## config.mk

```make
export PLATFORM = sky130hd
export DESIGN_NAME = pe_mac_vec
export DESIGN_NICKNAME = d
export VERILOG_FILES = /design/src/rtl/pe_mac_vec.sv
export SDC_FILE = /design/constraint.sdc
export NUM_CORES = 1
export LEC_CHECK = 0
export ABC_AREA = 1
export CAP_MARGIN = 15
export CORE_MARGIN = 1.5
export CORE_UTILIZATION = 45
export CTS_BUF_LIST = sky130_fd_sc_hd__clkbuf_2
export DETAILED_ROUTE_END_ITERATION = 10
export PLACE_DENSITY = 0.66
export SYNTH_ARGS = -nofsm -noshare
export SYNTH_HDL_FRONTEND = slang
export SYNTH_SLANG_ARGS = --single-unit
```

## constraint.sdc

```tcl
create_clock -name clk -period 15.6 [get_ports clk]
set_clock_uncertainty 0.2 [all_clocks]
set_input_delay 3.9 -clock clk [delete_from_list [all_inputs] [get_ports clk]]
set_output_delay 3.9 -clock clk [all_outputs]
set_load 0.005 [all_outputs]
```

## src/rtl/pe_mac_vec.sv

```systemverilog
// Multi-lane processing element: LANES neurons share one broadcast activation stream,
// each accumulating a DEPTH-long signed dot product. Optional macro PE_RELU_EN clamps negative results to zero.
module pe_mac_vec #(
  parameter int DATA_W = 8,
  parameter int WGT_W  = 8,
  parameter int DEPTH  = 32,
  parameter int FRAC   = 6,
  parameter int LANES  = 2,
  parameter int OUT_W  = 8
) (
  input  logic                       clk,
  input  logic                       reset,
  input  logic                       w_valid,
  input  logic [LANES*WGT_W-1:0]     w_data,
  output logic                       w_ready,
  input  logic                       w_reload,
  input  logic                       in_valid,
  input  logic signed [DATA_W-1:0]   in_data,
  output logic                       in_ready,
  output logic                       out_valid,
  output logic [LANES*OUT_W-1:0]     out_data,
  input  logic                       out_ready
);

  localparam int CNT_W = $clog2(DEPTH);
  localparam int PRD_W = DATA_W + WGT_W;
  localparam int ACC_W = PRD_W + $clog2(DEPTH);
  localparam logic [CNT_W-1:0] LAST = CNT_W'(DEPTH - 1);
  localparam logic signed [ACC_W-1:0] SAT_MAX = ACC_W'((2 ** (OUT_W - 1)) - 1);
  localparam logic signed [ACC_W-1:0] SAT_MIN = ~SAT_MAX;

  localparam logic [1:0] ST_LOAD = 2'd0;
  localparam logic [1:0] ST_RUN  = 2'd1;
  localparam logic [1:0] ST_OUT  = 2'd2;

  logic [1:0]              state;
  logic [CNT_W-1:0]        wcnt;
  logic [CNT_W-1:0]        icnt;
  logic signed [WGT_W-1:0] wmem [LANES][DEPTH];

  logic signed [PRD_W-1:0] prod_p0    [LANES];
  logic signed [ACC_W-1:0] acc_p0     [LANES];
  logic signed [ACC_W-1:0] acc_nxt_p0 [LANES];
  logic signed [OUT_W-1:0] res_p0     [LANES];

  logic                    vld_p1;
  logic [LANES*OUT_W-1:0]  out_p1;

  function automatic logic signed [ACC_W-1:0] requant(input logic signed [ACC_W-1:0] a);
    logic signed [ACC_W-1:0] s;
    s = a >>> FRAC;
`ifdef PE_RELU_EN
    if (s[ACC_W-1]) s = '0;
`endif
    return s;
  endfunction

  function automatic logic signed [OUT_W-1:0] saturate(input logic signed [ACC_W-1:0] s);
    if (s > SAT_MAX)      return SAT_MAX[OUT_W-1:0];
    else if (s < SAT_MIN) return SAT_MIN[OUT_W-1:0];
    else                  return s[OUT_W-1:0];
  endfunction

  assign w_ready   = (state == ST_LOAD);
  assign in_ready  = (state == ST_RUN);
  assign out_valid = vld_p1;
  assign out_data  = out_p1;

  // Stage p0: multiply the broadcast activation by each lane's current weight
  always_comb begin
    for (int l = 0; l < LANES; l++) begin
      prod_p0[l]    = in_data * wmem[l][icnt];
      acc_nxt_p0[l] = acc_p0[l] + ACC_W'(prod_p0[l]);
      res_p0[l]     = saturate(requant(acc_nxt_p0[l]));
    end
  end

  // Weight storage is plain data and carries no reset
  always_ff @(posedge clk) begin
    if (state == ST_LOAD && w_valid) begin
      for (int l = 0; l < LANES; l++) begin
        wmem[l][wcnt] <= w_data[l*WGT_W +: WGT_W];
      end
    end
  end

  // Stage p1: control, accumulators and the registered result vector
  always_ff @(posedge clk or negedge reset) begin
    if (!reset) begin
      state  <= ST_LOAD;
      wcnt   <= '0;
      icnt   <= '0;
      vld_p1 <= 1'b0;
      out_p1 <= '0;
      for (int l = 0; l < LANES; l++) acc_p0[l] <= '0;
    end else begin
      case (state)
        ST_LOAD: begin
          if (w_valid) begin
            if (wcnt == LAST) begin
              wcnt  <= '0;
              state <= ST_RUN;
            end else begin
              wcnt <= wcnt + 1'b1;
            end
          end
        end
        ST_RUN: begin
          // An accepted activation beat wins over a simultaneous reload request
          if (in_valid) begin
            for (int l = 0; l < LANES; l++) acc_p0[l] <= acc_nxt_p0[l];
            if (icnt == LAST) begin
              icnt   <= '0;
              state  <= ST_OUT;
              vld_p1 <= 1'b1;
              for (int l = 0; l < LANES; l++) out_p1[l*OUT_W +: OUT_W] <= res_p0[l];
            end else begin
              icnt <= icnt + 1'b1;
            end
          end else if (w_reload && icnt == '0) begin
            wcnt  <= '0;
            state <= ST_LOAD;
          end
        end
        ST_OUT: begin
          if (out_ready) begin
            vld_p1 <= 1'b0;
            state  <= ST_RUN;
            for (int l = 0; l < LANES; l++) acc_p0[l] <= '0;
          end
        end
        default: state <= ST_LOAD;
      endcase
    end
  end

endmodule
```

==> reports/metrics.yaml <==
hp-start: "out_data[7]"
syn_inst: 2861
synth_warnings: 0
final_common_cell: "edfxtp_1"
clk_latency_ns: 1.31
slew_headroom_pct: 31.70
utilization_pct: 49.89
fp.dieArea_um2: 70840
synth_top_family_by_area: "adder cells"
synth-simple-area-share_pct: 12.66
post_cts_resized: 0
ioPinCount: 49
drc: 0
vias: 22010
whs_path_depth: 2
end_kind: "register"
cts_tree: "built"
hold_end: "out_data[7]"
wl_per_cell_um: 20.26
synthMuxAreaShare_pct: 0
critPathMaxFanout: 14
synth_edf_count: 512
critPathMostFrequentCell: "nand2_1"
timing.rr.end: "out_data[4]"
root_buffer: "clkbuf_2"
drtIter0Drc: 2020
setup_violations: 0
synth_seq_cells: 583
start_util_pct: 45.44
crit_chain: "clkdlybuf4s50_1, inv_1, nor2_2, inv_2, fa_1, inv_1, fa_1, fa_1, fa_1, fa_1, ha_1, nand2_1, nand2_1, nand2_1, nand3_1, nand3_1, nand2_1, nand2_1, nand2_1, nor2_1, nand3_1, nand2_2, nand2_1, a21oi_1"
num_rows: 96
status: "complete, no violations"
drive_gt1_share_pct: 11.06
grt_overflow: 0
htreeDepth: 4
layout.nets: 3323
r2r_cells: 29
yosysUniqueCellTypes: 43
clkTransAtPathRegs_ns: 0.09
start_kind: "input port"
firstDrtPassIters: 7
io_buffers: 48
critPathSlowestCell: "nor2_2"
syn_area_per_cell_um2: 10.89
synth_fa_ha_area_share_pct: 16.00
fin_tns_setup_ns: 0
hold_class: "register to register"
arrival_ns: 10.13
ant_nets: 0
grt_max_degree: 215
rsz0062_at_grt: "false"
grt_antenna_before_repair: 2
syn_to_final_growth_pct: 9.797
nFillCells: 6122
routed_wl_mm: 81.94
clock-sinks: 583
cts_setup_buffers: 0
finalCriticalPeriod_ns: 9.128
max_stage_delay_ns: 0.86
fp.dieW_um: 266.2
min_period_over_period_pct: 58.51
required_ns: 16.60
drv_slew: 0
fp.coreArea_um2: 68590
ys_seq_area_share_pct: 55.04
rr_startpoint: "icnt[1]"
path_class: "input port to register"
synth_xor_area_share_pct: 0.6464
grt.total_usage_pct: 23.56
synth_fp_nets: 3179
layout_common_cells: "512 x edfxtp_1, 431 x nor2_1, 392 x nand2_1, 322 x inv_1, 253 x o21ai_0"
synth_area_um2: 31160
max_freq_ghz: 0.1096
die_h_um: 266.2
hold_viol: 0
cts_hold_buf: 0
synth_ff_type: "edfxtp_1"
synth_compound_area_share_pct: 9.688
reg2reg_slack_ns: 6.96
place_congestion: 0.8878
vias_per_cell: 5.442
clock_path_buffers: 3
grt_pass1_vias: 22280
async_flop_share_pct: 12.18
grt_pass1_wl_mm: 126.1
dpl.hpwl_mm: 50.96
tightest_slew_ns: 1.023
cts_buffers: 149
maxCapViolCount: 0
-- per-layer routing --
layer,vias to the layer above,share of wire (%),global-route usage [%]
li1,10120,-,-
met1,10980,42,31.24
met2,795,48,38.13
met3,115,7.6,5.185
met4,2,2.5,8.600
met5,-,0.041,0
-- metrics by stage --
stage	setup slack [ns]	cells	hold WS (ns)	cell area [um^2]
6_report	6.472	4045	0.3176	34220
2_1_floorplan	6.487	2861	0.2763	31160
4_1_cts	6.591	4031	0.3220	34040
5_1_grt	6.057	4044	0.3370	34210
3_3_place_gp	5.299	3776	0.2955	32710
3_5_place_dp	5.154	3776	0.3049	32710
-- worst max path at each step --
stage               slack, ns       start          end
detailed placement       5.15  in_data[7]  out_data[4]
finish                   6.47  in_data[7]  out_data[4]
global route             6.06  in_data[7]  out_data[1]
CTS                      6.59  in_data[7]  out_data[4]
global placement         5.30  in_data[7]  out_data[6]
floorplan                6.49  in_data[7]  out_data[0]
-- Yosys cell counts (10+ instances only) --
library cell / n / area, um^2
nand3_1: 83 / 415.4
o221ai_1: 32 / 280.3
xor2_1: 14 / 122.6
nand2_1: 392 / 1471
inv_1: 322 / 1209
a21oi_1: 32 / 160.2
inv_2: 24 / 90.09
dfrtp_1: 71 / 1777
buf_2: 54 / 270.3
o21ai_0: 253 / 1266
fa_1: 184 / 3684
o211ai_1: 18 / 135.1
clkbuf_1: 49 / 183.9
o21ai_1: 53 / 265.3
o22ai_1: 116 / 725.7
buf_4: 10 / 75.07
nor2_1: 432 / 1622
nand4_1: 33 / 206.5
edfxtp_1: 512 / 15370
ha_1: 104 / 1301
-- registers in the layout (all words and copies together), names as in the netlist --
register / count
wmem: 512
acc_p0: 42
out_data: 16
icnt: 5
wcnt: 5
state: 2
out_valid: 1
-- critical path, delay by kind of cell --
kind / cells / cell delay, ns
and+or+nand+nor: 13 / 2.15
buffers and inverters: 4 / 1.08
adders and majority gates: 6 / 2.84
AOI/OAI and AO/OA: 1 / 0.17
-- logic make-up after synthesis --
family,after synthesis
flops,583
buf+inv,468
compound gates,525
xor+xnor,23
simple gates,974
fa+ha+maj,288
-- cell type report --
cell class                 count  area, um^2  share of cell area (%)
antenna                        5       12.51                 0.03657
clock buffer                 215        1076                   3.145
timing repair buffer         111        1069                   3.123
inverter                     350        1320                   3.858
tap                          931        1165                   3.405
multi-input combinational   1810       12150                   35.52
sequential                   583       17160                   50.15
clock inverter                40       261.5                  0.7643
Power is left out: the tool's default activity adds up to more than one toggle a clock period on the data nets, which glitch-free logic cannot reach.
